$ cat src/rtl/shift_pkg.sv
// Shared definitions for the shifter result stage: FS encodings, entry layout
// and skid buffer state encoding.
package shift_pkg;

  localparam logic [4:0] FS_SLL = 5'h0C;
  localparam logic [4:0] FS_SRL = 5'h0D;
  localparam logic [4:0] FS_SRA = 5'h0E;

  typedef struct packed {
    logic [4:0]  fs;
    logic [31:0] data;
    logic        c;
  } entry_t;

  localparam int ENTRY_W = $bits(entry_t);

  typedef enum logic [1:0] {
    SKID_EMPTY = 2'd0,
    SKID_ONE   = 2'd1,
    SKID_FULL  = 2'd2
  } skid_state_t;

endpackage

$ cat src/rtl/shift_skid_buf.sv
// Generic two-entry valid/ready skid buffer. The main entry drives the outputs
// and the skid entry absorbs one beat while downstream stalls.
module shift_skid_buf
  import shift_pkg::*;
#(
  parameter int W = 8
) (
  input  logic         clk,
  input  logic         reset_n,
  input  logic         in_valid,
  output logic         in_ready,
  input  logic [W-1:0] in_data,
  output logic         out_valid,
  input  logic         out_ready,
  output logic [W-1:0] out_data,
  output skid_state_t  state
);

  // Handshake: a beat transfers on a rising edge where valid & ready are both
  // high; valid never waits on ready, and in_ready decodes registered state only.
  skid_state_t  state_q, state_d;
  logic [W-1:0] main_q, main_d;
  logic [W-1:0] skid_q, skid_d;
  logic         accept;
  logic         release_ev;

  assign in_ready   = (state_q != SKID_FULL);
  assign out_valid  = (state_q != SKID_EMPTY);
  assign out_data   = main_q;
  assign state      = state_q;
  assign accept     = in_valid & in_ready;
  assign release_ev = out_valid & out_ready;

  always_comb begin
    state_d = state_q;
    main_d  = main_q;
    skid_d  = skid_q;
    case (state_q)
      SKID_EMPTY: begin
        if (accept) begin
          main_d  = in_data;
          state_d = SKID_ONE;
        end
      end
      SKID_ONE: begin
        if (accept && release_ev) begin
          main_d = in_data;
        end else if (accept) begin
          skid_d  = in_data;
          state_d = SKID_FULL;
        end else if (release_ev) begin
          state_d = SKID_EMPTY;
        end
      end
      SKID_FULL: begin
        if (release_ev) begin
          main_d  = skid_q;
          state_d = SKID_ONE;
        end
      end
      default: state_d = SKID_EMPTY;
    endcase
  end

  always_ff @(posedge clk or negedge reset_n) begin
    if (!reset_n) begin
      state_q <= SKID_EMPTY;
      main_q  <= '0;
      skid_q  <= '0;
    end else begin
      state_q <= state_d;
      main_q  <= main_d;
      skid_q  <= skid_d;
    end
  end

endmodule

$ cat src/rtl/shift_result_stage.sv
// Registered result stage behind the barrel shifter with N/Z/C flag ownership.
// Optional performance counters are enabled with SHFT_PERF_CNT_EN.
module shift_result_stage
  import shift_pkg::*;
#(
  parameter int DW = 32
) (
  input  logic          clk,
  input  logic          reset_n,
  input  logic          in_valid,
  output logic          in_ready,
  input  logic [4:0]    FS,
  input  logic [DW-1:0] SHFT_OUT,
  input  logic          C,
  output logic          out_valid,
  input  logic          out_ready,
  output logic [DW-1:0] RESULT,
  output logic [4:0]    out_fs,
  output logic          N_FLG,
  output logic          Z_FLG,
  output logic          C_FLG,
`ifdef SHFT_PERF_CNT_EN
  input  logic          cnt_clr,
  output logic [15:0]   ops_cnt,
  output logic [15:0]   stall_cnt,
`endif
  output skid_state_t   dbg_state
);

  entry_t in_entry;
  entry_t main_entry;
  logic   release_ev;

  assign in_entry = '{fs: FS, data: SHFT_OUT, c: C};

  shift_skid_buf #(
    .W (ENTRY_W)
  ) u_skid (
    .clk       (clk),
    .reset_n   (reset_n),
    .in_valid  (in_valid),
    .in_ready  (in_ready),
    .in_data   (in_entry),
    .out_valid (out_valid),
    .out_ready (out_ready),
    .out_data  (main_entry),
    .state     (dbg_state)
  );

  assign RESULT     = main_entry.data;
  assign out_fs     = main_entry.fs;
  assign release_ev = out_valid & out_ready;

  // Flags follow the entry leaving the stage; SRA keeps the previous carry.
  always_ff @(posedge clk or negedge reset_n) begin
    if (!reset_n) begin
      N_FLG <= 1'b0;
      Z_FLG <= 1'b0;
      C_FLG <= 1'b0;
    end else if (release_ev) begin
      case (main_entry.fs)
        FS_SLL, FS_SRL: begin
          N_FLG <= main_entry.data[31];
          Z_FLG <= (main_entry.data == 32'd0);
          C_FLG <= main_entry.c;
        end
        FS_SRA: begin
          N_FLG <= main_entry.data[31];
          Z_FLG <= (main_entry.data == 32'd0);
        end
        default: ;
      endcase
    end
  end

`ifdef SHFT_PERF_CNT_EN
  always_ff @(posedge clk or negedge reset_n) begin
    if (!reset_n) begin
      ops_cnt   <= 16'd0;
      stall_cnt <= 16'd0;
    end else if (cnt_clr) begin
      ops_cnt   <= 16'd0;
      stall_cnt <= 16'd0;
    end else begin
      if (release_ev && (ops_cnt != 16'hFFFF))
        ops_cnt <= ops_cnt + 16'd1;
      if (out_valid && !out_ready && (stall_cnt != 16'hFFFF))
        stall_cnt <= stall_cnt + 16'd1;
    end
  end
`endif

endmodule
$ cat config.mk
export PLATFORM = sky130hd
export DESIGN_NAME = shift_result_stage
export DESIGN_NICKNAME = d
export VERILOG_FILES = /design/src/rtl/shift_pkg.sv /design/src/rtl/shift_skid_buf.sv /design/src/rtl/shift_result_stage.sv
export SDC_FILE = /design/constraint.sdc
export NUM_CORES = 1
export LEC_CHECK = 0
export CORE_MARGIN = 2
export CORE_UTILIZATION = 45
export DETAILED_ROUTE_END_ITERATION = 8
export PLACE_DENSITY_LB_ADDON = 0.2
export SYNTH_ARGS = -nofsm -noshare
export SYNTH_HDL_FRONTEND = slang
export SYNTH_HIERARCHICAL = 1
export SYNTH_SLANG_ARGS = --single-unit
$ cat constraint.sdc
create_clock -name clk -period 2 [get_ports clk]
set_input_delay 0.3 -clock clk [delete_from_list [all_inputs] [get_ports clk]]
set_output_delay 0.3 -clock clk [all_outputs]
set_load 0.005 [all_outputs]
==> summary.md <==
| Metric | Value |
|---|---|
| RSZ-0062 raised after global routing | no |
| Number of flops mapped to enable cells by yosys | 0 |
| First drt pass iteration count | 4 |
| Clock power frac | 21.8% |
| Peak Freq | 0.5278 GHz |
| Global-route wire length before repair | 11,980 µm |
| Row count | 32 |
| Final net count | 377 |
| Chip width | 94.01 µm |
| Power Dens Cells | 1188 nW/µm² |
| # DRC | 0 |
| Vias | 2,289 |
| Post-synthesis cell area | 3646 µm² |
| Combinational power share | 31.8% |
| Top post-synthesis cells by area | dfrtp_1 (56%), mux2_2 (27%), mux2_1 (8.3%), buf_6 (1.5%), nor4_1 (1.5%) |
| CTS tree | yes |
| Aggregate routed wire length | 7252 µm |
| 1st-iter DRT viols | 40 |
| Final Max Tran Viols | 0 |
| GP Congestion | 0.6878 |
| Worst Path Arrival | 1.59 ns |
| DR vias/cell | 5.179 |
| Sequential element share of the synthesized area | 55.59% |
| TritonCTS Buffers | 9 |
| R2R Setup Slk | 0.18 ns |
| Cell Int Power | 4272 µW |
| Mapped Cells | 239 |
| Post-Place Worst Slack | -0.02762 ns |
| Mapped Avg Cell Area | 15.26 µm² |
| I/O Buffers | 85 |
| Initial antenna violation count | 0 |
| CP Class | flop to primary output |
| Ports | 86 |
| Switch Pwr | 1539 µW |
| Switching part of the total | 26.48% |
| Die footprint | 8838 µm² |
| Clock sink total | 81 |
| Post-synth ARST share | 100.0% |
| Vias in the first global route | 2,435 |
| Share of the synthesized area in the top cell type | 55.59% |
| Util after Layout | 62.64% |
| Slew headroom | 68.77% |
| Most used DFF post-synth | dfrtp_1 |
| Syn-to-layout area delta | 34.15% |
| FF+latch count, synth | 81 |
| Clock root cell | clkbuf_8 |
| Hold Fails Final Rpt | 0 |
| Worst EP required | 1.70 ns |
| Tmin final | 1.895 ns |
| Non-Filler Instances | 442 |
| Distinct cells, synth | 25 |
| Chip height | 94.01 µm |
| Startpoint Class | flop |
| Status | finished clean |
| Core box area | 7807 µm² |
| Antenna Cells | 0 |
| Peak VDD IR | 0.6016 mV |
| Max-cap viol count | 0 |
| Setup slack after layout | 0.1053 ns |
| Largest net degree at the start of global routing | 48 |
| Worst Hold Class | input port to asynchronous set/reset pin |
| Post-CTS sizing | 0 |
| Critical path endpoint category | primary output |
| Gr usage total | 17.87% |
| Dpl cells | 424 |
| Area leader, netlist | dfrtp_1 |
| Endpoints failing setup | 0 |
| Grt total ovfl | 0 |
| Worst-margin pin slew | 0.4641 ns |
| Wire length per cell | 16.41 µm |
| H-tree depth | 3 |
| Clock Skew | 0.007387 ns |
| Lkg Pwr | 0.001977 µW |
| Most common cell in the synthesized netlist | mux2_2 |
| Skew-Pair Late Insertion Delay | 0.34 ns |
| Initial Utilization | 46.70% |
| Post-DP HPWL | 5125 µm |
| Worst-case clock buffer depth | 2 |
| Post-route ant nets | 0 |
| List of most frequent post-synthesis cells | mux2_2 (87), dfrtp_1 (81), mux2_1 (27) |
| Sequential Power Share | 46.5% |
| Worst-path clk slew | 0.08 ns |
| Proportion of layout cells with a drive suffix above 1 | 35.88% |
| Number of synthesis warnings | 6 |
| Tot Pwr | 5811 µW |
| R2R cell count | 5 |
| Critical path peak fanout | 8 |
| Tcrit/Tclk final | 94.74% |
| Net Count, Synth | 281 |
per-layer routing:
layer | up-vias | GRT usage [%] | part of all wire (%)
li1 | 1083 | - | -
met1 | 1144 | 23.99 | 47
met5 | - | 0 | 0
met3 | 7 | 4.334 | 4.7
met2 | 55 | 28.10 | 48
met4 | 0 | 6.884 | 0.94
sequential cells by signal, indices dropped and copies added (netlist names):
signal and count:
u_skid/out_data 38, u_skid/skid_q 38, u_skid/state 2, C_FLG 1, Z_FLG 1, N_FLG 1
logic make-up after synthesis:
kind of cell / share of synthesized area [%]
AND/OR/NAND/NOR: 4.221
flip-flops: 55.59
multiplexers: 36.31
buffers and inverters: 2.677
AO/OA/AOI/OAI: 1.201
what timing repair did:
action,in CTS,in global routing
hold buffers,1,0
hold endpoints to repair,34,0
setup endpoints to repair,1,0
buffers inserted,1,0
metrics by stage:
step	TNS [ns]	hold WS [ns]	cell area [µm²]
floorplan	0	0.004409	3646
global placement	0	0.2912	4662
detailed placement	-0.02762	0.2858	4662
CTS	0	0.4461	4891
global route	0	0.4684	4891
finish	0	0.4522	4891
power groups by stage:
stage | Combinational (µW) | Clock (µW) | Sequential, µW
after floorplan | 910 | 0 | 2660
after global placement | 1820 | 0 | 2710
after detailed placement | 1870 | 0 | 2740
after CTS | 1880 | 1310 | 2710
after global routing | 2000 | 1390 | 2800
final | 1850 | 1270 | 2700
critical path: stages, from the launching register on:
cell	delay, ns
dfrtp_1	0.46
or2_2	0.35
clkdlybuf4s50_1	0.45
cell usage in the layout (no fill, tap or decap), drive strengths merged:
cell           instances
or2                    1
o22ai                  1
nor2b                  3
o41ai                  1
and2                   2
nand2b                 1
clkbuf                11
nand2                  2
o21bai                 1
mux2i                  1
or4                    1
o21ai                  1
dlygate4sd3            1
buf                   12
inv                    1
nor4                   9
a21oi                  1
bufinv                 2
o31ai                  1
clkinvlp               2
dfrtp                 81
mux2                 116
clkinv                 1
nand4                  2
clkdlybuf4s50         84
nand3b                 1
path summary, 6_finish.rpt:
path	to	startpoint
min in group clk	u_skid/skid_q[30]$_DFFE_PN0P_	u_skid/skid_q[30]$_DFFE_PN0P_
worst min-delay path	u_skid/skid_q[2]$_DFFE_PN0P_	reset_n
max in group asynchronous	C_FLG$_DFFE_PN0P_	reset_n
worst min register to register	u_skid/skid_q[30]$_DFFE_PN0P_	u_skid/skid_q[30]$_DFFE_PN0P_
worst max register to register	u_skid/out_data[7]$_DFFE_PN0P_	u_skid/state[1]$_DFFE_PN0P_
worst max-delay path	out_valid	u_skid/state[1]$_DFFE_PN0P_
final cells by class:
type                       instances  area [µm²]
multi-input combinational        145        1530
clock buffer                      11       131.4
clock inverter                     5       80.08
tap                              102       127.6
sequential                        81        2027
fill                             643        2917
inverter                           1       3.754
timing repair buffer              97       991.0
No activity file was read; power rests on OpenSTA's default activity.
